--- config.mk ---
export PLATFORM = sky130hd
export DESIGN_NAME = dataram_banked
export DESIGN_NICKNAME = d
export VERILOG_FILES = /design/src/rtl/dataram_banked.sv
export SDC_FILE = /design/constraint.sdc
export NUM_CORES = 1
export LEC_CHECK = 0
export CORE_MARGIN = 4
export CORE_UTILIZATION = 30
export DETAILED_ROUTE_END_ITERATION = 6
export PLACE_DENSITY = 0.49
export SYNTH_ARGS = -nofsm -noshare
export SYNTH_HDL_FRONTEND = slang
export SYNTH_SLANG_ARGS = --single-unit
--- constraint.sdc ---
create_clock -name clk -period 2.65 [get_ports clk]
set_clock_uncertainty 0.2 [all_clocks]
set_input_delay 0.3975 -clock clk [delete_from_list [all_inputs] [get_ports clk]]
set_output_delay 0.3975 -clock clk [all_outputs]
set_load 0.01 [all_outputs]
--- src/rtl/dataram_banked.sv ---
// Banked file-register RAM for a PIC16F84-class core.
// Only the GPR window of each bank is backed by storage; every other offset
// reads as zero and ignores writes. The banks can alias one shared array or
// each have their own. After reset, a sequencer writes CLEAR_VALUE to every
// word, and busy stays high until that is finished, so the core never sees
// uninitialised data.
module dataram_banked #(
  parameter int                    ADDR_WIDTH     = 9,
  parameter int                    DATA_WIDTH     = 8,
  parameter int                    GPR_BASE       = 12,
  parameter int                    GPR_WORDS      = 68,
  parameter int                    MIRROR_BANKS   = 1,
  parameter int                    CLEAR_ON_RESET = 1,
  parameter logic [DATA_WIDTH-1:0] CLEAR_VALUE    = '0
) (
  input  logic                  clk,
  input  logic                  ponrst_n,
  input  logic [ADDR_WIDTH-1:0] addr,
  input  logic                  read,
  input  logic                  write,
  input  logic [DATA_WIDTH-1:0] datain,
  output logic [DATA_WIDTH-1:0] dataout,
  output logic                  hit,
  output logic                  busy
);

  // state     | meaning
  // S_CLEAR   | sequencer writing CLEAR_VALUE to mem[counter]; bus ignored
  // S_READY   | normal read/write service
  typedef enum logic {S_CLEAR, S_READY} state_t;

  localparam int BANKS = 2 ** (ADDR_WIDTH - 7);
  localparam int TOTAL = (MIRROR_BANKS != 0) ? GPR_WORDS : GPR_WORDS * BANKS;
  localparam int IW    = (TOTAL > 1) ? $clog2(TOTAL) : 1;
  localparam int BW    = ADDR_WIDTH - 7;

  localparam logic [6:0]    GPR_LO   = 7'(GPR_BASE);
  localparam logic [6:0]    GPR_HI   = 7'(GPR_BASE + GPR_WORDS - 1);
  localparam logic [IW-1:0] LAST     = IW'(TOTAL - 1);
  localparam logic [IW-1:0] WORDS_IW = IW'(GPR_WORDS);
  localparam state_t        RST_STATE = (CLEAR_ON_RESET != 0) ? S_CLEAR : S_READY;

  logic [DATA_WIDTH-1:0] mem [TOTAL];

  logic [6:0]            off;
  logic [6:0]            off_rel;
  logic [BW-1:0]         bank;
  logic [IW-1:0]         idx;
  state_t                state, state_nxt;
  logic [IW-1:0]         counter, counter_nxt;
  logic                  mem_we;
  logic [IW-1:0]         mem_addr;
  logic [DATA_WIDTH-1:0] mem_wdata;

  // Address decode: GPR window check and flat storage index.
  always_comb begin
    off     = addr[6:0];
    bank    = addr[ADDR_WIDTH-1:7];
    hit     = (off >= GPR_LO) && (off <= GPR_HI);
    off_rel = off - GPR_LO;
    idx     = IW'(off_rel);
    if (MIRROR_BANKS == 0) idx = idx + IW'(bank) * WORDS_IW;
  end

  // State and clear-counter registers.
  always_ff @(posedge clk or negedge ponrst_n) begin
    if (!ponrst_n) begin
      state   <= RST_STATE;
      counter <= '0;
    end else begin
      state   <= state_nxt;
      counter <= counter_nxt;
    end
  end

  // Next state, and the memory write port that is shared by the sequencer and the bus.
  always_comb begin
    state_nxt   = state;
    counter_nxt = counter;
    busy        = 1'b0;
    mem_we      = 1'b0;
    mem_addr    = idx;
    mem_wdata   = datain;
    case (state)
      S_CLEAR: begin
        busy      = 1'b1;
        mem_we    = 1'b1;
        mem_addr  = counter;
        mem_wdata = CLEAR_VALUE;
        // Stop at the last word rather than wrap; reset alone restarts at zero.
        if (counter == LAST) state_nxt = S_READY;
        else                 counter_nxt = counter + IW'(1);
      end
      S_READY: mem_we = write & hit;
      default: state_nxt = S_READY;
    endcase
  end

  // Storage array; not reset, because the sequencer initialises it.
  always_ff @(posedge clk) begin
    if (mem_we) mem[mem_addr] <= mem_wdata;
  end

  // Registered read with write-first bypass; SFR/unimplemented reads return zero.
  always_ff @(posedge clk or negedge ponrst_n) begin
    if (!ponrst_n) begin
      dataout <= '0;
    end else if (state == S_READY && read) begin
      if (!hit)       dataout <= '0;
      else if (write) dataout <= datain;
      else            dataout <= mem[idx];
    end
  end

endmodule

# [Yosys cells after proc, flatten, opt, wreduce, memory -nomap -nowiden]
# Memory sizes are Yosys's and may differ from the RTL's.
# Cells that the tools add are included.
[word_totals] reg_bits=16 latch_bits=0 ramBits=544 mem_bits_ro=0 input_bits=21 output_inout_bits=10 memories=1
[memory_table] name="mem" words=68 word_bits=8 read_ports=1 rd_ports_with_merged_regs=0 wr=1 line="43" rtl="logic [DATA_WIDTH-1:0] mem [TOTAL];"
[op_classes] addsub=2 n_mul=0 n_div=0 order_cmp=2 n_eq_ne=1 n_shift=0 mux=10 bitwise_logic=3 n_reduce_logical=3
[ops] op="$mux W8" n=3
[ops] op="$add A7 B1 Y7 const B" n=1
[ops] op="$eq A7 B7 Y1 const B" n=1
[ops] op="$ge A7 B4 Y1 const B" n=1
[ops] op="$le A7 B7 Y1 const B" n=1
[ops] op="$mux W7" n=1
[ops] op="$sub A7 B4 Y7 const B" n=1
[ops] op="$mux W1" n=5
[ops] op="$logic_and A1 B1 Y1" n=2
[ops] op="$not A1 Y1" n=2
[ops] op="$pmux W1 S2" n=1
[ops] op="$reduce_and A2 Y1" n=1
[ops] op="$and A1 B1 Y1" n=1

# [Logic depth before layout (Yosys ltp)]
# Gate-level depths: netlist of run 1.
[depth] depth_word=6 mapped_depth=8 mapped_depth_nobuf=7

# [Worst setup path before layout of run 1]
# OpenSTA, ideal clock, no wires.
[synth_timing] path_type="input -> register" start="input addr[2]" end="memory mem[34][0], enable pin" arrival_ns=2.099 required_ns=2.080 setup_slack_ns=-0.019 cell_stages=8 path_buffers=1 path_cell_list="ha_1 -> nor3_1 -> xnor2_1 -> buf_2 -> nand3_1 -> o31ai_1 -> nand2_1 -> nor2_1"
[synth_via] elab_chain_len=6
[synth_rtl] item="start, declared" line="18" rtl="input logic [ADDR_WIDTH-1:0] addr,"
[synth_rtl] item="$ge A7 B4 Y1 / $le A7 B7 Y1 (equally long branches)" line="59" rtl="hit = (off >= GPR_LO) && (off <= GPR_HI);"
[synth_rtl] item="$logic_and A1 B1 Y1" line="59"
[synth_rtl] item="$and A1 B1 Y1" line="94" rtl="S_READY: mem_we = write & hit;"
[synth_rtl] item="$pmux W1 S2" line="84" rtl="case (state)"
[synth_rtl] item="$mux W1" line="101" rtl="if (mem_we) mem[mem_addr] <= mem_wdata;"
[synth_rtl] item="$mux W1 (not written as such)" line="101"
[synth_rtl] item="end, declared" line="43"
# Parallel ways exist; a longest one is shown, timed or not.

# [Worst setup path after layout of run 1]
[layout_timing] start="input addr[3]" end="output hit"
[layout_via] elab_chain_len=2
[layout_rtl] item="$ge A7 B4 Y1 / $le A7 B7 Y1 (equally long branches)" line="59"
[layout_rtl] item="$logic_and A1 B1 Y1 *" line="59"
[layout_rtl] item="end, declared" line="23" rtl="output logic hit,"
# Mark *: on every way between the ends. The rest lies on a longest branch, timed or not.

==> metrics, run 1 <==
status completed; Final Max Tran Viols 0; power density cells 668 nW/um^2; Pint 14.4 mW; share of the synthesized area in the top cell type between 70% and 80%; Required @ worst endpoint 2.05 ns; syn_nets 1182; Die W 280 um; first-pass GRT wire length 84600 um; final hold vios 0; most common cell after layout, fill and taps aside edfxtp_1; TritonCTS clock tree built; final WL ~57000 um; sequential share of power about 53%; pin count of the biggest net entering global routing 69; crit path kind in -> out; sequential area share after synthesis around 75%; Detailed Place HPWL 37500 um; delay of the slowest critical-path stage 0.30 ns; sw frac approximately a fifth; share of cells above drive strength 1 30.9%; Slew HR 40.3%; crit path capture type primary output; Synth Register Bits between 500 and 600; Synth async-reset ratio between 2 and 3%; DRT Pass-1 Iters 5; share of total power in the clock network approximately 43%; Hold Buf Count CTS 0; total grt overflow 0; Vias/cell between 4 and 5; vias in the first global route 12100; TritonCTS buffer count 57; Sw Pwr 3.70 mW; RSZ-0062 raised after global routing false; PortBufs 28; EDFF count, synth 544; Worst Tran Pin Value 0.893 ns; Routed Antenna Nets 0; fin util 37.0%; initial antenna violation count 1; Critical path origin addr[3]; CP cell instances dlygate4sd2_1, buf_4, a211o_1, a211o_1, buf_4, and2_4, dlygate4sd2_1; Clk pin slew, worst setup/hold paths 0.06 ns; Sink Count 560; clk buf depth 3; starting density of the core slightly above 30%; Vias about 12000; Core Region between 70000 and 80000 sq um; root buf cell clkbuf_16; gpl congestion just over 0.8; Area contributors post-synth edfxtp_1 73%, mux4_2 14%, nand2_1 1.9%, dfrtp_1 1.8%, nor2_1 1.6%; Final Cycle Share 96.8%; # DRC 0; Yosys cell types 45; Startpoint Class primary input; latest clock arrival within the worst-skew pair between 0.6 and 0.7 ns; Final Net Count 1420; Die H 280 um; Mapped Avg Cell Area around 19 sq um; HP Class in -> async; First DRT Iteration DRCs 1182; # setup viols final 0; Max Cap Viol 0; Ys Warns 0; Final min period 2.57 ns; Critical-path top delay cell a211o_1; Crit Reg-Reg Startpoint state; WP data arrival roughly 2.0 ns; Area Growth Syn to Fin 21.8%; Worst VDD drop 0.442 mV; cell area after synthesis between 20000 and 25000 sq um; # H-tree levels 2; CP max FO 3; PnR Total Power 18.1 mW; Total GRT Usage 14.7%; # IOs 31; Combinational Power Share approximately 4.0%; Pleak 7.87 nW; final instance area 27100 sq um; # rows 99; most frequent cells in the layout 544 x edfxtp_1, 183 x buf_4, 136 x mux4_2; Fmax achieved 390 MHz; Synth Flop Type edfxtp_1; Routed WL per cell between 20 and 25 um; synthesized instance count 1158; Placed Area 25300 sq um; Die ar. 78600 sq um; area leader, netlist edfxtp_1
state kept, by name (all words and copies together), names as in the netlist:
register,flops
counter,7
dataout,8
mem,544
state,1
power groups by stage:
stage	clock, mW	combinational (mW)	sequential [mW]
after CTS	8.02	0.732	9.56
final	7.82	0.723	9.56
after floorplan	0	0.386	9.75
after global placement	0	0.732	9.75
after global routing	8.41	0.781	9.56
after detailed placement	0	0.732	9.75
worst paths after layout:
| path | end | slack (ns) | cells past startpoint |
|---|---|---|---|
| worst min-delay path | counter[1] | 0.09 | 1 |
| max in group asynchronous | counter[5] | 1.60 | 1 |
| worst max-delay path | hit | 0.08 | 7 |
| worst min register to register | counter[2] | 0.35 | 1 |
| worst max register to register | mem[41][5] | 0.28 | 7 |
| min in group clk | counter[2] | 0.35 | 1 |
synthesized netlist by cell type, types with 5 or more instances:
| cell | n |
|---|---|
| xnor2_1 | 8 |
| nor2_1 | 92 |
| mux2i_1 | 18 |
| buf_2 | 17 |
| buf_1 | 5 |
| o21ai_0 | 11 |
| nand2b_1 | 15 |
| nand2_1 | 111 |
| edfxtp_1 | 544 |
| buf_4 | 10 |
| a32oi_1 | 5 |
| a22oi_1 | 9 |
| nand3_1 | 44 |
| and2_1 | 10 |
| nand2_2 | 8 |
| clkbuf_1 | 19 |
| nand4_1 | 13 |
| mux4_2 | 136 |
| a31oi_1 | 19 |
| inv_1 | 5 |
| dfrtp_1 | 16 |
per-layer routing:
| metal | part of all wire (%) | up-vias | global-route usage, % |
|---|---|---|---|
| met3 | 6.5 | 84 | 2.72 |
| met5 | 0 | - | 0 |
| met2 | 44 | 388 | 21.7 |
| met1 | 47 | 6137 | 22.5 |
| met4 | 2.4 | 0 | 3.83 |
| li1 | - | 5145 | - |
final cells by class:
type | count | area [sq um]
fill | 6752 | 46100
sequential | 560 | 16700
multi-input combinational | 538 | 5230
timing repair buffer | 233 | 2090
clock buffer | 74 | 1530
tap | 959 | 1200
clock inverter | 32 | 274
inverter | 6 | 22.5
antenna | 2 | 5.00
critical path, delay by kind of cell:
| family | cells | cell delay [ns] |
|---|---|---|
| buf+inv | 4 | 0.87 |
| simple gates | 1 | 0.13 |
| compound gates | 2 | 0.57 |
what timing repair did:
item | CTS | global route
endpoints found under the setup margin | 113 | 96
buffers inserted | 0 | 0
cloned | 0 | 0
gates resized for setup | 4 | 2
through the flow:
step / setup TNS (ns) / hold slack (ns) / instances / worst slack (ns)
global placement: -312.42 / 0.336 / 2296 / -0.702
global route: 0 / 0.111 / 2402 / 0.0296
CTS: 0 / 0.0835 / 2402 / 0.0749
finish: 0 / 0.0923 / 2404 / 0.0837
floorplan: -1.85 / -0.0981 / 1158 / -0.0193
detailed placement: -319.50 / 0.337 / 2296 / -0.751
cells by family (layout without fill, tap and decap cells):
family	after synthesis	count (layout)	synth area share, %
compound gates	63	63	1.98
other cells	0	2	0
xor+xnor	11	11	0.467
simple gates	306	306	6.13
fa+ha+maj	3	3	0.169
flops	560	560	75.2
mux	155	155	14.6
buf+inv	60	345	1.38
Power figures use the tool's default switching activity.
==> inputs of run 2 (changes only) <==
TNS_END_PERCENT = 30   (was default)
==> results of run 2 <==
Final layout, timing and power as in run 1 (identical DEF).
